$ cat src/rtl/rv_pkg.sv
// Shared RV32I decode definitions: opcodes, ALU codes, operand selects
// and the decode-to-execute bundle.
package rv_pkg;

  localparam logic [6:0] OPC_OP     = 7'b0110011;
  localparam logic [6:0] OPC_OP_IMM = 7'b0010011;
  localparam logic [6:0] OPC_LUI    = 7'b0110111;
  localparam logic [6:0] OPC_AUIPC  = 7'b0010111;
  localparam logic [6:0] OPC_LOAD   = 7'b0000011;
  localparam logic [6:0] OPC_STORE  = 7'b0100011;
  localparam logic [6:0] OPC_BRANCH = 7'b1100011;
  localparam logic [6:0] OPC_JAL    = 7'b1101111;
  localparam logic [6:0] OPC_JALR   = 7'b1100111;

  localparam logic [3:0] ALU_ADD  = 4'b0000;
  localparam logic [3:0] ALU_SUB  = 4'b1000;
  localparam logic [3:0] ALU_SLT  = 4'b0010;
  localparam logic [3:0] ALU_SLTU = 4'b0011;
  localparam logic [3:0] ALU_AND  = 4'b0111;
  localparam logic [3:0] ALU_OR   = 4'b0110;
  localparam logic [3:0] ALU_XOR  = 4'b0100;
  localparam logic [3:0] ALU_SLL  = 4'b0001;
  localparam logic [3:0] ALU_SRL  = 4'b0101;
  localparam logic [3:0] ALU_SRA  = 4'b1101;

  localparam logic [1:0] SEL_A_RS1  = 2'b00;
  localparam logic [1:0] SEL_A_PC   = 2'b01;
  localparam logic [1:0] SEL_A_ZERO = 2'b10;
  localparam logic       SEL_B_RS2  = 1'b0;
  localparam logic       SEL_B_IMM  = 1'b1;

  typedef struct packed {
    logic [3:0]  ctrl;
    logic [1:0]  a_sel;
    logic        b_sel;
    logic [31:0] imm;
    logic [4:0]  rs1;
    logic [4:0]  rs2;
    logic [4:0]  rd;
    logic        reg_write;
    logic [31:0] pc;
    logic        illegal;
  } id_ex_t;

endpackage

$ cat src/rtl/alu_decode_stage_if.sv
// Fetch-side handshake and execute-side decoded bundle of the
// ALU decode stage.
interface alu_decode_stage_if;

  logic        in_valid_i;
  logic        in_ready_o;
  logic [31:0] instr_i;
  logic [31:0] pc_i;
  logic        out_valid_o;
  logic        out_ready_i;
  logic [3:0]  aluctrl_ctrl_o;
  logic [1:0]  alu_a_sel_o;
  logic        alu_b_sel_o;
  logic [31:0] imm_o;
  logic [4:0]  rs1_o;
  logic [4:0]  rs2_o;
  logic [4:0]  rd_o;
  logic        reg_write_o;
  logic [31:0] pc_o;
  logic        illegal_o;

  modport slave (
    input  in_valid_i, instr_i, pc_i,
    input  out_ready_i,
    output in_ready_o, out_valid_o,
    output aluctrl_ctrl_o, alu_a_sel_o,
    output alu_b_sel_o, imm_o,
    output rs1_o, rs2_o, rd_o,
    output reg_write_o, pc_o, illegal_o
  );

  modport master (
    output in_valid_i, instr_i, pc_i,
    output out_ready_i,
    input  in_ready_o, out_valid_o,
    input  aluctrl_ctrl_o, alu_a_sel_o,
    input  alu_b_sel_o, imm_o,
    input  rs1_o, rs2_o, rd_o,
    input  reg_write_o, pc_o, illegal_o
  );

endinterface

$ cat src/rtl/alu_decode_stage_pipe_skid.sv
// One-entry output register plus one skid slot; in_ready comes
// straight from the skid-valid flop.
module pipe_skid #(
  parameter int             W       = 8,
  parameter logic [W-1:0]   RST_VAL = '0
) (
  input  logic         clk,
  input  logic         rst,
  input  logic         flush,
  input  logic         in_valid,
  output logic         in_ready,
  input  logic [W-1:0] in_data,
  output logic         out_valid,
  input  logic         out_ready,
  output logic [W-1:0] out_data
);

  logic         skid_valid;
  logic [W-1:0] skid_data;
  logic         load_out;

  assign in_ready = !skid_valid;
  assign load_out = !out_valid || out_ready;

  always_ff @(posedge clk) begin
    if (rst) begin
      out_valid  <= 1'b0;
      skid_valid <= 1'b0;
      out_data   <= RST_VAL;
      skid_data  <= RST_VAL;
    end else if (flush) begin
      out_valid  <= 1'b0;
      skid_valid <= 1'b0;
    end else if (load_out) begin
      // a full skid slot means in_ready was low: input is ignored
      if (skid_valid) begin
        out_data   <= skid_data;
        out_valid  <= 1'b1;
        skid_valid <= 1'b0;
      end else begin
        out_valid <= in_valid;
        if (in_valid) out_data <= in_data;
      end
    end else if (in_valid && !skid_valid) begin
      skid_data  <= in_data;
      skid_valid <= 1'b1;
    end
  end

endmodule

$ cat src/rtl/alu_decode_stage.sv
// RV32I decode stage feeding the ALU; registered valid/ready with skid.
// Optional illegal-instruction flagging: define ALU_DECODE_ILLEGAL_EN.
module alu_decode_stage
  import rv_pkg::*;
#(
  parameter int              XLEN     = 32,
  parameter logic [XLEN-1:0] RESET_PC = '0
) (
  input  logic                clk,
  input  logic                rst,
  input  logic                flush_i,
  alu_decode_stage_if.slave   bus
);

  localparam id_ex_t RST_B = '{
    ctrl:      ALU_ADD,
    a_sel:     SEL_A_RS1,
    b_sel:     SEL_B_RS2,
    imm:       '0,
    rs1:       '0,
    rs2:       '0,
    rd:        '0,
    reg_write: 1'b0,
    pc:        RESET_PC,
    illegal:   1'b0
  };

  logic [31:0]     ins;
  logic [XLEN-1:0] pc_in;
  logic [6:0]      opc;
  logic [2:0]      f3;
  logic            alt;
  logic [31:0]     imm_i;
  logic [31:0]     imm_s;
  logic [31:0]     imm_b;
  logic [31:0]     imm_u;
  logic [31:0]     imm_j;
  logic [31:0]     imm_sh;
  logic            wr;
  logic            ill;
  id_ex_t          dec;
  id_ex_t          q;

  assign ins    = bus.instr_i;
  assign pc_in  = bus.pc_i;
  assign opc    = ins[6:0];
  assign f3     = ins[14:12];
  assign alt    = ins[30];

  assign imm_i  = {{20{ins[31]}}, ins[31:20]};
  assign imm_s  = {{20{ins[31]}}, ins[31:25],
                   ins[11:7]};
  assign imm_b  = {{19{ins[31]}}, ins[31], ins[7],
                   ins[30:25], ins[11:8], 1'b0};
  assign imm_u  = {ins[31:12], 12'b0};
  assign imm_j  = {{11{ins[31]}}, ins[31],
                   ins[19:12], ins[20],
                   ins[30:21], 1'b0};
  assign imm_sh = {27'b0, ins[24:20]};

`ifdef ALU_DECODE_ILLEGAL_EN
  logic [6:0] f7;
  logic       f7_zero;
  logic       f7_alt;

  assign f7      = ins[31:25];
  assign f7_zero = (f7 == 7'b0000000);
  assign f7_alt  = (f7 == 7'b0100000);
`endif

  always_comb begin
    dec       = '0;
    dec.ctrl  = ALU_ADD;
    dec.a_sel = SEL_A_RS1;
    dec.b_sel = SEL_B_IMM;
    dec.imm   = imm_i;
    dec.rs1   = ins[19:15];
    dec.rs2   = ins[24:20];
    dec.rd    = ins[11:7];
    dec.pc    = pc_in;
    wr        = 1'b0;
    ill       = 1'b0;
    unique case (1'b1)
      opc == OPC_OP: begin
        dec.ctrl  = {alt, f3};
        dec.b_sel = SEL_B_RS2;
        wr        = 1'b1;
`ifdef ALU_DECODE_ILLEGAL_EN
        ill = !(f7_zero || f7_alt) ||
              (f7[5] && f3 != 3'b000 &&
               f3 != 3'b101);
`endif
      end
      opc == OPC_OP_IMM: begin
        dec.ctrl = {(f3 == 3'b101) & alt, f3};
        wr       = 1'b1;
        if (f3 == 3'b001 || f3 == 3'b101)
          dec.imm = imm_sh;
`ifdef ALU_DECODE_ILLEGAL_EN
        ill = (f3 == 3'b001 && !f7_zero) ||
              (f3 == 3'b101 && !f7_zero &&
               !f7_alt);
`endif
      end
      opc == OPC_LUI: begin
        dec.a_sel = SEL_A_ZERO;
        dec.imm   = imm_u;
        wr        = 1'b1;
      end
      opc == OPC_AUIPC: begin
        dec.a_sel = SEL_A_PC;
        dec.imm   = imm_u;
        wr        = 1'b1;
      end
      opc == OPC_LOAD: begin
        wr = 1'b1;
      end
      opc == OPC_STORE: begin
        dec.imm = imm_s;
      end
      opc == OPC_BRANCH: begin
        dec.b_sel = SEL_B_RS2;
        dec.imm   = imm_b;
        unique case (f3[2:1])
          2'b00:   dec.ctrl = ALU_SUB;
          2'b10:   dec.ctrl = ALU_SLT;
          2'b11:   dec.ctrl = ALU_SLTU;
          default: begin
            dec.ctrl = ALU_ADD;
`ifdef ALU_DECODE_ILLEGAL_EN
            ill = 1'b1;
`endif
          end
        endcase
      end
      opc == OPC_JAL: begin
        dec.a_sel = SEL_A_PC;
        dec.imm   = imm_j;
        wr        = 1'b1;
      end
      opc == OPC_JALR: begin
        wr = 1'b1;
`ifdef ALU_DECODE_ILLEGAL_EN
        ill = (f3 != 3'b000);
`endif
      end
      default: begin
`ifdef ALU_DECODE_ILLEGAL_EN
        ill = 1'b1;
`endif
      end
    endcase
`ifdef ALU_DECODE_ILLEGAL_EN
    if (ill) begin
      wr       = 1'b0;
      dec.ctrl = ALU_ADD;
    end
`endif
    dec.reg_write = wr && (dec.rd != 5'd0);
    dec.illegal   = ill;
  end

  pipe_skid #(
    .W       ($bits(id_ex_t)),
    .RST_VAL (RST_B)
  ) u_skid (
    .clk       (clk),
    .rst       (rst),
    .flush     (flush_i),
    .in_valid  (bus.in_valid_i),
    .in_ready  (bus.in_ready_o),
    .in_data   (dec),
    .out_valid (bus.out_valid_o),
    .out_ready (bus.out_ready_i),
    .out_data  (q)
  );

  assign bus.aluctrl_ctrl_o = q.ctrl;
  assign bus.alu_a_sel_o    = q.a_sel;
  assign bus.alu_b_sel_o    = q.b_sel;
  assign bus.imm_o          = q.imm;
  assign bus.rs1_o          = q.rs1;
  assign bus.rs2_o          = q.rs2;
  assign bus.rd_o           = q.rd;
  assign bus.reg_write_o    = q.reg_write;
  assign bus.pc_o           = q.pc;
  assign bus.illegal_o      = q.illegal;

endmodule
$ cat src/flat_wrapper.sv
// flat-port wrapper written by rule: the top's interface ports become plain ports
module alu_decode_stage_flat import rv_pkg::*;
#(
  parameter int              XLEN     = 32,
  parameter logic [XLEN-1:0] RESET_PC = '0
)
  (clk, rst, flush_i, bus_in_valid_i, bus_instr_i, bus_pc_i, bus_out_ready_i, bus_in_ready_o, bus_out_valid_o, bus_aluctrl_ctrl_o, bus_alu_a_sel_o, bus_alu_b_sel_o, bus_imm_o, bus_rs1_o, bus_rs2_o, bus_rd_o, bus_reg_write_o, bus_pc_o, bus_illegal_o);
  alu_decode_stage_if bus_i ();
  input  logic clk;
  input  logic rst;
  input  logic flush_i;
  input wire logic [$bits(bus_i.in_valid_i)-1:0] bus_in_valid_i;
  input wire logic [$bits(bus_i.instr_i)-1:0] bus_instr_i;
  input wire logic [$bits(bus_i.pc_i)-1:0] bus_pc_i;
  input wire logic [$bits(bus_i.out_ready_i)-1:0] bus_out_ready_i;
  output wire logic [$bits(bus_i.in_ready_o)-1:0] bus_in_ready_o;
  output wire logic [$bits(bus_i.out_valid_o)-1:0] bus_out_valid_o;
  output wire logic [$bits(bus_i.aluctrl_ctrl_o)-1:0] bus_aluctrl_ctrl_o;
  output wire logic [$bits(bus_i.alu_a_sel_o)-1:0] bus_alu_a_sel_o;
  output wire logic [$bits(bus_i.alu_b_sel_o)-1:0] bus_alu_b_sel_o;
  output wire logic [$bits(bus_i.imm_o)-1:0] bus_imm_o;
  output wire logic [$bits(bus_i.rs1_o)-1:0] bus_rs1_o;
  output wire logic [$bits(bus_i.rs2_o)-1:0] bus_rs2_o;
  output wire logic [$bits(bus_i.rd_o)-1:0] bus_rd_o;
  output wire logic [$bits(bus_i.reg_write_o)-1:0] bus_reg_write_o;
  output wire logic [$bits(bus_i.pc_o)-1:0] bus_pc_o;
  output wire logic [$bits(bus_i.illegal_o)-1:0] bus_illegal_o;
  assign bus_i.in_valid_i = bus_in_valid_i;
  assign bus_i.instr_i = bus_instr_i;
  assign bus_i.pc_i = bus_pc_i;
  assign bus_i.out_ready_i = bus_out_ready_i;
  assign bus_in_ready_o = bus_i.in_ready_o;
  assign bus_out_valid_o = bus_i.out_valid_o;
  assign bus_aluctrl_ctrl_o = bus_i.aluctrl_ctrl_o;
  assign bus_alu_a_sel_o = bus_i.alu_a_sel_o;
  assign bus_alu_b_sel_o = bus_i.alu_b_sel_o;
  assign bus_imm_o = bus_i.imm_o;
  assign bus_rs1_o = bus_i.rs1_o;
  assign bus_rs2_o = bus_i.rs2_o;
  assign bus_rd_o = bus_i.rd_o;
  assign bus_reg_write_o = bus_i.reg_write_o;
  assign bus_pc_o = bus_i.pc_o;
  assign bus_illegal_o = bus_i.illegal_o;
  alu_decode_stage #(.XLEN(XLEN), .RESET_PC(RESET_PC)) u_core (.clk(clk), .rst(rst), .flush_i(flush_i), .bus(bus_i));
endmodule
$ cat config.mk
export PLATFORM = sky130hd
export DESIGN_NAME = alu_decode_stage_flat
export DESIGN_NICKNAME = d
export VERILOG_FILES = /design/src/rtl/rv_pkg.sv /design/src/rtl/alu_decode_stage_if.sv /design/src/rtl/alu_decode_stage_pipe_skid.sv /design/src/rtl/alu_decode_stage.sv /design/src/flat_wrapper.sv
export SDC_FILE = /design/constraint.sdc
export NUM_CORES = 1
export LEC_CHECK = 0
export CAP_MARGIN = 20
export CORE_UTILIZATION = 55
export CTS_BUF_LIST = sky130_fd_sc_hd__clkbuf_4 sky130_fd_sc_hd__clkbuf_8
export CTS_CLUSTER_DIAMETER = 40
export DETAILED_ROUTE_END_ITERATION = 6
export PLACE_DENSITY = 0.83
export SETUP_SLACK_MARGIN = 0.2
export SYNTH_ARGS = -nofsm -noshare
export SYNTH_HDL_FRONTEND = slang
export SYNTH_HIERARCHICAL = 1
export SYNTH_SLANG_ARGS = --single-unit
$ cat constraint.sdc
create_clock -name clk -period 2.5 [get_ports clk]
set_clock_uncertainty 0.2 [all_clocks]
set_input_delay 0.5 -clock clk [delete_from_list [all_inputs] [get_ports clk]]
set_output_delay 0.5 -clock clk [all_outputs]
set_load 0.03 [all_outputs]
# After elaboration in Yosys (flattened, before gate mapping)
# Index checks and enable logic that the tools add are counted.
[word_totals]
inputBits = 69
reg_bits = 177
elab_cells = 47
out_inout_bits = 90
[op_classes]
eq_ne = 13
n_mux = 10
n_reduce_logical = 17
bitwise = 3
[op_table]
columns = ["cell", "count"]
rows = [
  ["88-bit 2-to-1 mux", 2],
  ["32-bit case mux with 5 select lines", 1],
  ["32-bit 2-to-1 mux", 1],
  ["4-bit case mux with 3 select lines", 2],
  ["7-bit by 6-bit equality test with 1-bit output (second input constant)", 3],
  ["7-bit equality test (second input constant)", 3],
  ["7-bit by 5-bit equality test with 1-bit output (second input constant)", 2],
  ["2-bit OR reduction", 4],
  ["7-bit by 2-bit equality test with 1-bit output (second input constant)", 1],
  ["7-bit OR reduction", 1],
  ["3-bit AND reduction", 2],
  ["5-bit nonzero test", 1],
  ["2-bit equality test (second input constant)", 2],
  ["2-bit case mux with 2 select lines", 1],
  ["3-bit by 1-bit equality test with 1-bit output (second input constant)", 1],
  ["3-bit equality test (second input constant)", 1],
  ["1-bit 2-to-1 mux", 3],
  ["3-bit OR reduction", 1],
  ["1-bit logical AND", 2],
  ["1-bit logical NOT", 2],
  ["2-bit logical NOT", 1],
  ["1-bit logical OR", 2],
  ["1-bit inverter", 2],
  ["2-bit nonzero test", 1],
  ["1-bit bitwise AND", 1],
]

# Longest topological paths before layout
[depth]
word_depth = 6
depth_mapped = 9
depth_no_buf = 7

# Modules after synthesis
# The synthesis kept the hierarchy.
[modules_own_cells]
columns = ["mod", "seq_area_each_um2", "instances", "cells_per_inst", "area_per_inst_um2"]
rows = [
  ["pipe_skid", 3563.4, 1, 793, 8082.8],
  ["alu_decode_stage", 0.0, 1, 95, 619.3],
]

# Worst setup path before layout
# OpenSTA, ideal clock, no wires.
[synth_timing]
path_type = "input -> register"
startpoint = "input port bus_instr_i[6]"
endpoint = "register u_core.u_skid.out_data[61]"
required_time_ns = 2.154
setup_slack_ns = 0.371
setup_time_ns = 0.146
path_buffers = 2
stages = 9
t_arrival_ns = 1.783
path_cell_list = "buf_2 > nor2_1 > and3_1 > buf_2 > nor3_2 > o31ai_4 > nand2_1 > mux2i_1 > a211oi_2"
[synth_lines]
columns = ["item", "line", "text"]
rows = [
  ["start: declaration", "flat_wrapper.sv:13", "input wire logic [$bits(bus_i.instr_i)-1:0] bus_instr_i;"],
  ["end signal: assignment", "alu_decode_stage_pipe_skid.sv:37", "out_data <= skid_data;"],
  ["end signal: assignment", "alu_decode_stage_pipe_skid.sv:42", "if (in_valid) out_data <= in_data;"],
  ["end: declaration", "alu_decode_stage_pipe_skid.sv:15", "output logic [W-1:0] out_data"],
]

# Final worst setup path
[layout_timing]
startpoint = "register u_core.u_skid.out_data[73]"
endpoint = "output port bus_imm_o[24]"
[layout_lines]
columns = ["item", "line", "text"]
rows = [
  ["end: declaration", "flat_wrapper.sv:21", "output wire logic [$bits(bus_i.imm_o)-1:0] bus_imm_o;"],
]
# No word-level cell between the ends.

==> results.py <==
metrics = {
    "status": {
        "outcome": "finished clean",
    },
    "cts": {
        "cts_tree": "built",
        "cts_sinks": 178,
        "cts_made_buffers": 17,
        "clk_pin_slew_ns": 0.10,
        "cts.htree.levels": 4,
        "cts_root_buf": "clkbuf_8",
        "cts_buffer_depth": 2,
        "holdBufCountCts": 0,
        "insertion_delay_ns": 0.47,
    },
    "sta": {
        "setup_viol": 0,
        "rsz0062_at_grt": "false",
        "max_freq_mhz": 445,
        "finalHoldViolCount": 0,
        "min_period_ns": 2.25,
        "slew_violations": 0,
        "slew_headroom_pct": 58.4,
        "fin_ws_ns": 0.252,
        "fin_crit_sh_pct": 89.9,
        "worst_pin_slew_ns": 0.624,
    },
    "logic_synthesis": {
        "yosysMostFrequentCell": "nand2b_1",
        "ys.flop_type": "dfxtp_1",
        "syn_inst": 888,
        "ys_seq_elements": 178,
        "synth_top_area_share_pct": 40.9,
        "synth-async-reset-ratio_pct": 0,
        "yosys_warnings": 6,
        "yosysTopAreaCell": "dfxtp_1",
        "ys_top_cells_by_count": "nand2b_1 (179), dfxtp_1 (178), mux2i_1 (176), a21oi_1 (90), a211oi_1 (69)",
        "ys_top_cells_by_area": "dfxtp_1 (41%), mux2i_1 (20%), nand2b_1 (13%)",
        "syn_area_per_cell_um2": 9.80,
        "synth-edff-count": 0,
        "ys_seq_area_share_pct": 40.9,
        "synth_area_um2": 8700,
        "yosys.cell_types.count": 42,
    },
    "global_routing": {
        "grt_pass1_wl_um": 34100,
        "antenna_found_initial": 1,
        "grt_pass1_vias": 6642,
        "grt_max_degree": 68,
        "grt-ovfl-total": 0,
        "track_usage_pct": 26.6,
    },
    "floorplanning": {
        "die_y_um": 128,
        "start_util_pct": 56.8,
        "die_x_um": 128,
        "core_um2": 15300,
        "pin_count": 159,
        "row_count": 45,
        "dieArea_um2": 16300,
    },
    "detailed_routing": {
        "drtPass1Iterations": 7,
        "num_vias": 7037,
        "vias_per_cell": 5.58,
        "ant_nets": 0,
        "drt-total-wl_um": 21600,
        "drc_errors": 0,
        "wl_per_cell_um": 17.2,
        "drtIter0Drc": 462,
    },
    "setup_path": {
        "worstPathMaxFanout": 2,
        "cp.required_ns": 1.80,
        "path_buf_inv": 1,
        "path_depth": 1,
        "cpPeakStageDelay_ns": 0.69,
        "worst_path_max_delay_cell": "clkdlybuf4s50_1",
        "r2r_cells": 5,
        "cp-start-kind": "register",
        "crit_family": "buffers and inverters",
        "crit_arrival_ns": 1.55,
        "setup.worst_path.end_class": "output pin",
        "path_cells": "clkdlybuf4s50_1",
        "crit_type": "reg -> out",
    },
    "power": {
        "p_int_mw": 4.30,
        "p_clk_share_pct": 32.3,
        "power_density_nw_per_um2": 549,
        "switching_share_pct": 29.3,
        "p_leak_nw": 3.75,
        "share_comb_of_total_power_pct": 18.2,
        "p_sw_mw": 1.78,
        "p_total_mw": 6.08,
        "peakVddDrop_v": 0.000401,
        "p_seq_share_pct": 49.5,
    },
    "cells_and_area": {
        "drive_gt1_share_pct": 11.4,
        "area_growth_pct": 27.4,
        "fin_nets": 1104,
    },
    "worst_hold_path": {
        "hold_depth": 2,
        "hp-class": "in -> reg",
    },
    "placement": {
        "dp_hpwl_um": 14000,
        "place.gp.congestion": 0.847,
        "io_buffer_count": 158,
        "post-place-ws_ns": -0.315,
    },
    "run": {
        "maxCapViolCount": 0,
    },
}
==> power groups by stage <==
stage               registers, mW  logic [mW]  clock network, mW
floorplan                    3.25       0.445                  0
global placement             3.07        1.09                  0
detailed placement           3.07        1.10                  0
CTS                          3.01        1.10               2.00
global route                 3.02        1.18               2.11
finish                       3.01        1.11               1.97
==> state kept, by name, indices dropped and copies added (netlist names) <==
register,cells
u_core/u_skid/out_data,88
u_core/u_skid/skid_data,88
u_core/u_skid/out_valid,1
u_core/u_skid/skid_valid,1
==> layout by cell type, fill, tap and decap left out, types with 7 or more instances in the layout <==
cell type        netlist  final
mux2i_1              176    176
and2_1                10      9
buf_12                 0     10
a21o_1                12     12
a211oi_1              69     69
a21oi_1               90     90
clkdlybuf4s50_1        0    148
buf_4                  6     43
dfxtp_1              178    177
nand2_1               20     20
nor2_1                 7      7
a211oi_2              20     20
nand2b_1             179    178
clkbuf_8               0     18
==> cells by family (layout without fill, tap and decap cells) <==
family          after synthesis  count (layout)  share of synthesized area, %
compound gates              208             208                          16.8
xor+xnor                      1               1                         0.101
buf+inv                      86             245                          5.08
flops                       178             178                          40.9
mux                         176             176                          20.2
other cells                   1               3                        0.0431
simple gates                238             238                          16.8
==> per-stage QoR <==
step,instances,hold slack [ns],util (%),cell area (um^2),TNS [ns]
after floorplan,889,0.248,-,8710,0
after global placement,1227,0.257,69.7,10700,-6.80
after detailed placement,1227,0.261,69.7,10700,-10.20
after CTS,1259,0.257,72.2,11100,0
after global routing,1259,0.284,72.4,11100,0
final,1260,0.274,72.4,11100,0
==> repair_timing <==
| action | 4_1_cts | 5_1_grt |
|---|---|---|
| cloned | 0 | 0 |
| pin swaps | 0 | 2 |
| gates resized for setup | 3 | 9 |
| endpoints found under the setup margin | 4 | 16 |
| setup buffers | 0 | 0 |
==> path summary, 6_finish.rpt <==
check	slack, ns	end	startpoint
setup reg to reg	0.74	u_core/u_skid/skid_data[41]$_SDFFE_PP0P_	u_core/u_skid/out_valid$_SDFFE_PP0P_
hold reg to reg	0.28	u_core/u_skid/skid_data[6]$_SDFFE_PP0P_	u_core/u_skid/skid_data[6]$_SDFFE_PP0P_
setup / recovery	0.25	bus_imm_o[24]	u_core/u_skid/out_data[73]$_SDFFE_PP0P_
hold / removal	0.27	u_core/u_skid/out_data[13]$_SDFFE_PP0P_	rst
==> layout make-up <==
type,count,area [um^2]
Antenna cell,1,2.50
Clock buffer,18,248
Clock inverter,14,140
Fill cell,1176,4230
Inverter,2,7.51
Multi-Input combinational cell,625,4740
Sequential cell,178,3570
Tap cell,211,264
Timing Repair Buffer,211,2120
==> per-layer routing <==
metal	GRT usage, %	share of wire (%)	vias up
li1	-	-	3442
met1	34.8	46	3369
met2	42.6	46	196
met3	5.80	5.8	30
met4	10.7	2.2	0
met5	0	0	-
Note: power is estimated with default switching activity, not from simulation.
